`src/rtl/perf_event_monitor.sv`:
```
// Cycle and event-strobe monitor with a programmable cycle limit, a shadow snapshot bank and a
// registered read port. Define PERF_WRAP_EN for counters that wrap instead of saturating.
module perf_event_monitor #(
    parameter int unsigned NUM_CH = 4,
    parameter int unsigned CNT_W  = 32,
    parameter int unsigned LIMIT  = 64
) (
    input  logic                         clk_i,
    input  logic                         rst_i,
    input  logic                         start_i,
    input  logic                         clear_i,
    input  logic [NUM_CH-1:0]            event_i,
    input  logic                         snap_i,
    input  logic                         rd_req_i,
    input  logic [$clog2(NUM_CH+1)-1:0]  rd_sel_i,
    output logic                         rd_valid_o,
    output logic [CNT_W-1:0]             rd_data_o,
    output logic [NUM_CH:0]              ovf_o,
    output logic [1:0]                   state_o,
    output logic                         done_o
);

    localparam int unsigned SelW   = $clog2(NUM_CH + 1);
    localparam int unsigned NumCnt = NUM_CH + 1;
    localparam int unsigned CmpW   = (CNT_W > 32) ? CNT_W : 32;
    localparam logic [CmpW-1:0] LimitVal = CmpW'(LIMIT);

    typedef enum logic [1:0] {
        StIdle = 2'b00,
        StRun  = 2'b01,
        StHalt = 2'b10
    } state_e;

    state_e           state_q, state_d;
    logic [CNT_W-1:0] cnt_q    [NumCnt];
    logic [CNT_W-1:0] cnt_upd  [NumCnt];
    logic [CNT_W-1:0] cnt_d    [NumCnt];
    logic [CNT_W-1:0] shadow_q [NumCnt];
    logic [NUM_CH:0]  ovf_q, ovf_upd, ovf_d;
    logic [NUM_CH:0]  ev_all, hit;
    logic             limit_hit;
    logic [CNT_W-1:0] rd_mux;
    logic             rd_valid_q;
    logic [CNT_W-1:0] rd_data_q;

    // Top bit is the cycle counter, which counts every RUN cycle.
    assign ev_all = {1'b1, event_i};
    assign hit    = ev_all & {NumCnt{state_q == StRun}};

    always_comb begin
        ovf_upd = ovf_q;
        for (int k = 0; k < NumCnt; k++) begin
            cnt_upd[k] = cnt_q[k];
            if (hit[k]) begin
                if (&cnt_q[k]) begin
                    ovf_upd[k] = 1'b1;
                end
`ifdef PERF_WRAP_EN
                cnt_upd[k] = cnt_q[k] + CNT_W'(1);
`else
                if (!(&cnt_q[k])) begin
                    cnt_upd[k] = cnt_q[k] + CNT_W'(1);
                end
`endif
            end
        end
    end

    assign limit_hit = (LIMIT != 0) && hit[NUM_CH] && (CmpW'(cnt_upd[NUM_CH]) == LimitVal);

    always_comb begin
        state_d = state_q;
        cnt_d   = cnt_upd;
        ovf_d   = ovf_upd;
        unique case (state_q)
            StIdle: if (start_i) state_d = StRun;
            StRun: begin
                if (limit_hit) begin
                    state_d = StHalt;
                end else if (!start_i) begin
                    state_d = StIdle;
                end
            end
            StHalt:  state_d = StHalt;
            default: state_d = StIdle;
        endcase
        // Clear wins over start and over the limit transition; the shadow bank is untouched.
        if (clear_i) begin
            state_d = StIdle;
            ovf_d   = '0;
            for (int k = 0; k < NumCnt; k++) begin
                cnt_d[k] = '0;
            end
        end
    end

    always_comb begin
        rd_mux = '0;
        for (int k = 0; k < NumCnt; k++) begin
            if (rd_sel_i == SelW'(k)) begin
                rd_mux = shadow_q[k];
            end
        end
    end

    always_ff @(posedge clk_i or negedge rst_i) begin
        if (!rst_i) begin
            state_q    <= StIdle;
            ovf_q      <= '0;
            rd_valid_q <= 1'b0;
            rd_data_q  <= '0;
            for (int k = 0; k < NumCnt; k++) begin
                cnt_q[k]    <= '0;
                shadow_q[k] <= '0;
            end
        end else begin
            state_q    <= state_d;
            ovf_q      <= ovf_d;
            cnt_q      <= cnt_d;
            rd_valid_q <= rd_req_i;
            if (rd_req_i) begin
                rd_data_q <= rd_mux;
            end
            // Snapshot takes this cycle's increments, even when a clear coincides.
            if (snap_i) begin
                shadow_q <= cnt_upd;
            end
        end
    end

    assign rd_valid_o = rd_valid_q;
    assign rd_data_o  = rd_data_q;
    assign ovf_o      = ovf_q;
    assign state_o    = state_q;
    assign done_o     = (state_q == StHalt);

endmodule

```
`config.mk`:
```
export PLATFORM = sky130hd
export DESIGN_NAME = perf_event_monitor
export DESIGN_NICKNAME = d
export VERILOG_FILES = /design/src/rtl/perf_event_monitor.sv
export SDC_FILE = /design/constraint.sdc
export NUM_CORES = 1
export LEC_CHECK = 0
export CAP_MARGIN = 25
export CORE_ASPECT_RATIO = 1.1
export CORE_MARGIN = 2
export CORE_UTILIZATION = 23
export DETAILED_ROUTE_END_ITERATION = 10
export MAX_ROUTING_LAYER = met4
export PLACE_DENSITY = 0.36
export SKIP_CTS_REPAIR_TIMING = 1
export SLEW_MARGIN = 10
export SYNTH_ARGS = -nofsm -noshare
export SYNTH_HDL_FRONTEND = slang
export SYNTH_SLANG_ARGS = --single-unit
```
`constraint.sdc`:
```
create_clock -name clk_i -period 6 [get_ports clk_i]
set_input_delay 1.2 -clock clk_i [delete_from_list [all_inputs] [get_ports clk_i]]
set_output_delay 1.2 -clock clk_i [all_outputs]
set_load 0.03 [all_outputs]
```
==> results.toml, run 1 <==
[cells_and_area]
multi_input_area_um2 = 7240
nNetsFinal = 1727
drive_above_1_share_pct = 6.78
regArea_um2 = 9010
fillers = 7584
final_common_cell = "nor2_1"
syn2layout_area_growth_pct = 18.2
diodes = 0
layout_common_cells = "nor2_1 (392), dfrtp_1 (360), a21oi_1 (197)"

[cts]
cts-root-buf = "clkbuf_16"
cts_buffer_depth = 3
clkTransAtPathRegs_ps = 60
numCtsBuffers = 43
cts.sinks = 360
cts_max_level = 2
insertion_delay_ps = 570
cts_tree = "built"

[grt]
grt_pass1_vias = 12341
antenna_found_initial = 1
grt-ovfl-total = 0
track_usage_pct = 15.0
grt_pass1_wl_um = 81600
grt_max_degree = 156

[place]
dpl.hpwl_um = 37900
pre_cts_ws_ps = 2360
io_buffer_count = 53
gp_congestion = 0.833

[setup_path]
crit_path_start_kind = "register"
r2r_slack_ps = 2410
critPathMostFrequentCell = "nand4_1"
required_ps = 6500
worstSetupEndpoint = "state_o[1]"
crit_start = "cnt_q[11]"
worst_path_max_delay_cell = "nor3_2"
rr_endpoint = "state_o[1]"
end_kind = "register"
reg2reg_depth = 8
cp.arrival_ps = 4090
reg2reg_from = "cnt_q[11]"
path_max_fanout = 9
crit_type = "reg2reg"
path_cells = "nand4_1 -> nor3_2 -> nand3_2 -> nand4_1 -> xor2_1 -> and4_1 -> nor4bb_1 -> a32o_1"
slowest_delay_ps = 670

[drt]
drtIter0Drc = 838
wl_per_cell_um = 20.1
vias = 12511
finalWirelength_um = 53900
drc = 0
drtAntennaViolNets = 0
viasPerCell = 4.66
drtPass1Iterations = 5

[timing]
hold_violations = 0
post-route-period-util_pct = 59.9
finalSetupTns_ps = 0
finalCriticalPeriod_ps = 3590
fin_ws_ps = 2410
setup_viol = 0
drv_slew = 0
slew_headroom_pct = 36.5
grt_setup_unrepaired = "false"
fmax_mhz = 278
finClkSkew_ps = 17.9
tightest_slew_ps = 945

[yosys]
synth_cell_types = 68
seq_area_frac_synth_pct = 54.1
synth_edf_count = 0
yosys_most_used_dff = "dfrtp_1"
synthCells = 1695
syn_area_per_cell_um2 = 9.83
synth_seq_cells = 360
yosysWarnings = 0
syn_nets = 1713
synthesis.area_um2 = 16700
synth-async-reset-ratio_pct = 100

[power]
pwr_density_cell_nw_per_um2 = 302
leakage_nw = 8.25
ir_drop_mv = 0.155

[floorplanning]
dieWidth_um = 261
num_rows = 103
dieArea_um2 = 74600
start_util_pct = 23.2
io_pins = 54
core_area_um2 = 71800
dieHeight_um = 286

[status]
outcome = "complete, no violations"

[flow_run]
drv_cap = 0

[min_path]
hold_class = "reg2reg"
==> stage by stage <==
| stage | instance area (um2) | util [%] | std cells | hold WS [ps] | power [mW] |
|---|---|---|---|---|---|
| global placement | 18100 | 25.3 | 2608 | 474 | 3.14 |
| finish | 19700 | 27.4 | 2685 | 490 | 5.94 |
| global route | 19700 | 27.4 | 2685 | 505 | 6.20 |
| CTS | 19700 | 27.4 | 2685 | 490 | 6.07 |
| floorplan | 16700 | - | 1695 | 481 | 2.89 |
| detailed placement | 18200 | 25.3 | 2609 | 476 | 3.14 |
==> layer usage <==
layer  part of all wire, %  vias to the layer above  track usage, %
li1                      -                     5947               -
met1                    46                     6239            20.0
met2                    47                      249            23.6
met3                   4.1                       76            2.27
met4                   2.6                        0            4.34
met5                     0                        -               -
==> worst min-delay path by stage <==
stage,startpoint,end,slack (ps),cells after the start
floorplan,shadow_q[23],shadow_q[23],480,1
global placement,rd_data_o[29],rd_data_o[29],470,1
detailed placement,rd_data_o[29],rd_data_o[29],480,1
CTS,rd_data_o[29],rd_data_o[29],490,1
global route,rd_data_o[26],rd_data_o[26],500,1
finish,rd_data_o[29],rd_data_o[29],490,1
==> synthesized netlist by cell type, drive strengths merged, types with 2 or more instances <==
master    n  area share (%)
a211oi    6            0.30
a21oi   197             5.9
a221oi    4            0.21
a22oi    28             1.3
a31oi    10            0.38
a41oi     2            0.11
and2     19            0.71
and3     33             1.3
and4     27             1.4
and4b     2            0.12
buf      11            0.35
clkbuf   88             2.0
dfrtp   360              54
ha        5            0.38
inv      10            0.23
mux2      4            0.27
mux2i    35             2.1
mux4      4            0.54
nand2    67             1.5
nand2b    6            0.23
nand3    59             1.8
nand3b    3            0.14
nand4    51             2.0
nor2    394             8.9
nor2b     6            0.23
nor3     18            0.63
nor3b     4            0.21
nor4     13            0.73
o21a     31             1.4
o21ai     3           0.090
o221ai   28             1.5
o31a      2            0.11
or3       2           0.075
xnor2    51             2.9
xor2     94             4.9
==> flip-flops by register name (all words and copies together), names as in the netlist <==
signal and cells:
shadow_q 160, rd_data_o 32, rd_valid_o 1, state_o 2
ovf_o 5, cnt_q 160
==> critical path: cells and delay by family, from the launching register on <==
kind / cells / cell delay, ps
DFF: 1 / 520
AOI/OAI and AO/OA: 1 / 270
xor gates and xnor gates: 1 / 500
and+or+nand+nor: 6 / 2230
==> report_power, final <==
group / switching, mW / internal (mW)
registers: 0.104 / 2.53
clock network: 1.08 / 1.78
logic: 0.296 / 0.153
==> layout make-up <==
| type | count | share of cell area, % |
|---|---|---|
| Inverter | 11 | 0.210 |
| Tap cell | 945 | 6.00 |
| Clock inverter | 13 | 1.25 |
| Sequential cell | 360 | 45.8 |
| Timing Repair Buffer | 68 | 3.50 |
| Multi-Input combinational cell | 1225 | 36.8 |
| Clock buffer | 63 | 6.52 |
==> kinds of logic after synthesis <==
group | synth area share, %
AO/OA/AOI/OAI | 12.0
XOR/XNOR | 7.82
adder cells (fa/ha/maj) | 0.375
buffers and inverters | 2.58
flip-flops | 54.1
multiplexers | 2.91
AND/OR/NAND/NOR | 20.3
No activity file was read; power rests on OpenSTA's default activity.
==> run 2: changes to the inputs <==
PLACE_DENSITY = 0.37   (was 0.36)
clock period = 3.2 ns   (was 6 ns; I/O delays follow)
==> run 2 against run 1 <==
Net effect:
- hold slack worse by 420 ps
- setup slack worse by 2300 ps
- wire length up 1.0%
- clock power up 79%
- sequential cell count unchanged
- final cell count up 1.9%
- die area unchanged
- global-route usage up 0.24 points
- via count up 1.7%
- critical endpoint unchanged
- non-clock buffer count up 49
==> results.toml, run 2 (same netlist as run 1, synthesis figures left out) <==
[cts]
cts_buffer_depth = 3
numCtsBuffers = 44
cts_max_level = 2
cts.sinks = 360
insertion_delay_ps = 570
clkTransAtPathRegs_ps = 60
cts-root-buf = "clkbuf_16"
cts_tree = "built"

[timing]
finClkSkew_ps = 20.0
finalSetupTns_ps = 0
setup_viol = 0
post-route-period-util_pct = 95.5
drv_slew = 0
hold_slack_ps = 66.8
fmax_mhz = 327
grt_setup_unrepaired = "false"
finalCriticalPeriod_ps = 3060
tightest_slew_ps = 992
slew_headroom_pct = 33.1
hold_violations = 0

[setup_path]
reg2reg_depth = 7
rr_endpoint = "state_o[1]"
end_kind = "register"
crit_path_start_kind = "register"
path_max_fanout = 7
crit_type = "reg2reg"
cp.arrival_ps = 3560
r2r_slack_ps = 140
reg2reg_from = "state_o[1]"
required_ps = 3710
crit_start = "state_o[1]"

[cells_and_area]
drive_above_1_share_pct = 9.45
nNetsFinal = 1777
final_common_cell = "nor2_1"
regArea_um2 = 9010
utilization_pct = 28.0
fin_area_um2 = 20100
layout_common_cells = "nor2_1 (390), dfrtp_1 (360), a21oi_1 (197)"
multi_input_area_um2 = 7260
fillers = 7563
syn2layout_area_growth_pct = 20.6

[place]
dpl.hpwl_um = 39000
io_buffer_count = 53
gp_congestion = 0.853
place_area_um2 = 18600

[floorplanning]
dieArea_um2 = 74600
io_pins = 54
num_rows = 103
core_area_um2 = 71800
dieHeight_um = 286
dieWidth_um = 261
start_util_pct = 23.2

[status]
outcome = "complete, no violations"

[drt]
viasPerCell = 4.65
finalWirelength_um = 54400
drtIter0Drc = 860
drtPass1Iterations = 5
vias = 12725
wl_per_cell_um = 19.9
drtAntennaViolNets = 0
drc = 0

[min_path]
hold_class = "in2async"

[grt]
antenna_found_initial = 1
track_usage_pct = 15.2
grt_max_degree = 91
grt_pass1_vias = 12805
grt-ovfl-total = 0
grt_pass1_wl_um = 83300

[power]
ir_drop_mv = 0.294
leakage_nw = 8.50
power.total_mw = 10.9
pwr_density_cell_nw_per_um2 = 544

[flow_run]
drv_cap = 0
-- run 2: cell count changes in the layout (fill, tap and decap cells not counted), sizes merged --
cell,previous run,this run
buf,20,69
clkinv,6,4
inv,10,11
diode,0,1
bufinv,7,4
clkbuf,63,67
-- run 2: worst max-delay path by stage --
stage / end / cells after the start
2_1_floorplan: state_o[0] / 9
3_3_place_gp: state_o[1] / 10
3_5_place_dp: state_o[1] / 10
4_1_cts: state_o[1] / 10
5_1_grt: state_o[0] / 9
6_report: state_o[1] / 7
-- run 2: through the flow --
step / worst slack [ps] / std cells
finish: 145 / 2735
global route: 5.09 / 2735
CTS: 43.1 / 2734
detailed placement: 55.6 / 2658
global placement: -22.3 / 2658
floorplan: 515 / 1695
-- run 2: power breakdown --
group / internal, mW / leakage (nW) / switching [mW]
Combinational: 0.313 / 3.06 / 0.583
Sequential: 4.74 / 4.73 / 0.160
Clock: 3.10 / 0.708 / 2.01
-- run 2: cell type report --
| type | count | area share, % |
|---|---|---|
| antenna | 1 | 0.0125 |
| clock buffer | 67 | 6.47 |
| clock inverter | 9 | 0.754 |
| inverter | 11 | 0.206 |
| multi-input combinational | 1225 | 36.2 |
| sequential | 360 | 44.8 |
| tap | 945 | 5.89 |
| timing repair buffer | 117 | 5.66 |
-- run 2: routing by layer --
layer | up-vias | share of wire [%] | track usage (%)
met4 | 0 | 2.4 | 4.23
met3 | 70 | 4.4 | 2.67
met2 | 250 | 47 | 23.6
li1 | 6036 | - | -
met1 | 6369 | 46 | 20.4
met5 | - | 0 | -
-- run 2: critical path: stages (launching register included) --
cell	delay (ps)
dfrtp_1	430
nand2b_1	310
or3_1	610
o41a_1	490
nor2_1	340
nand4_1	160
a211oi_1	430
a32o_1	230
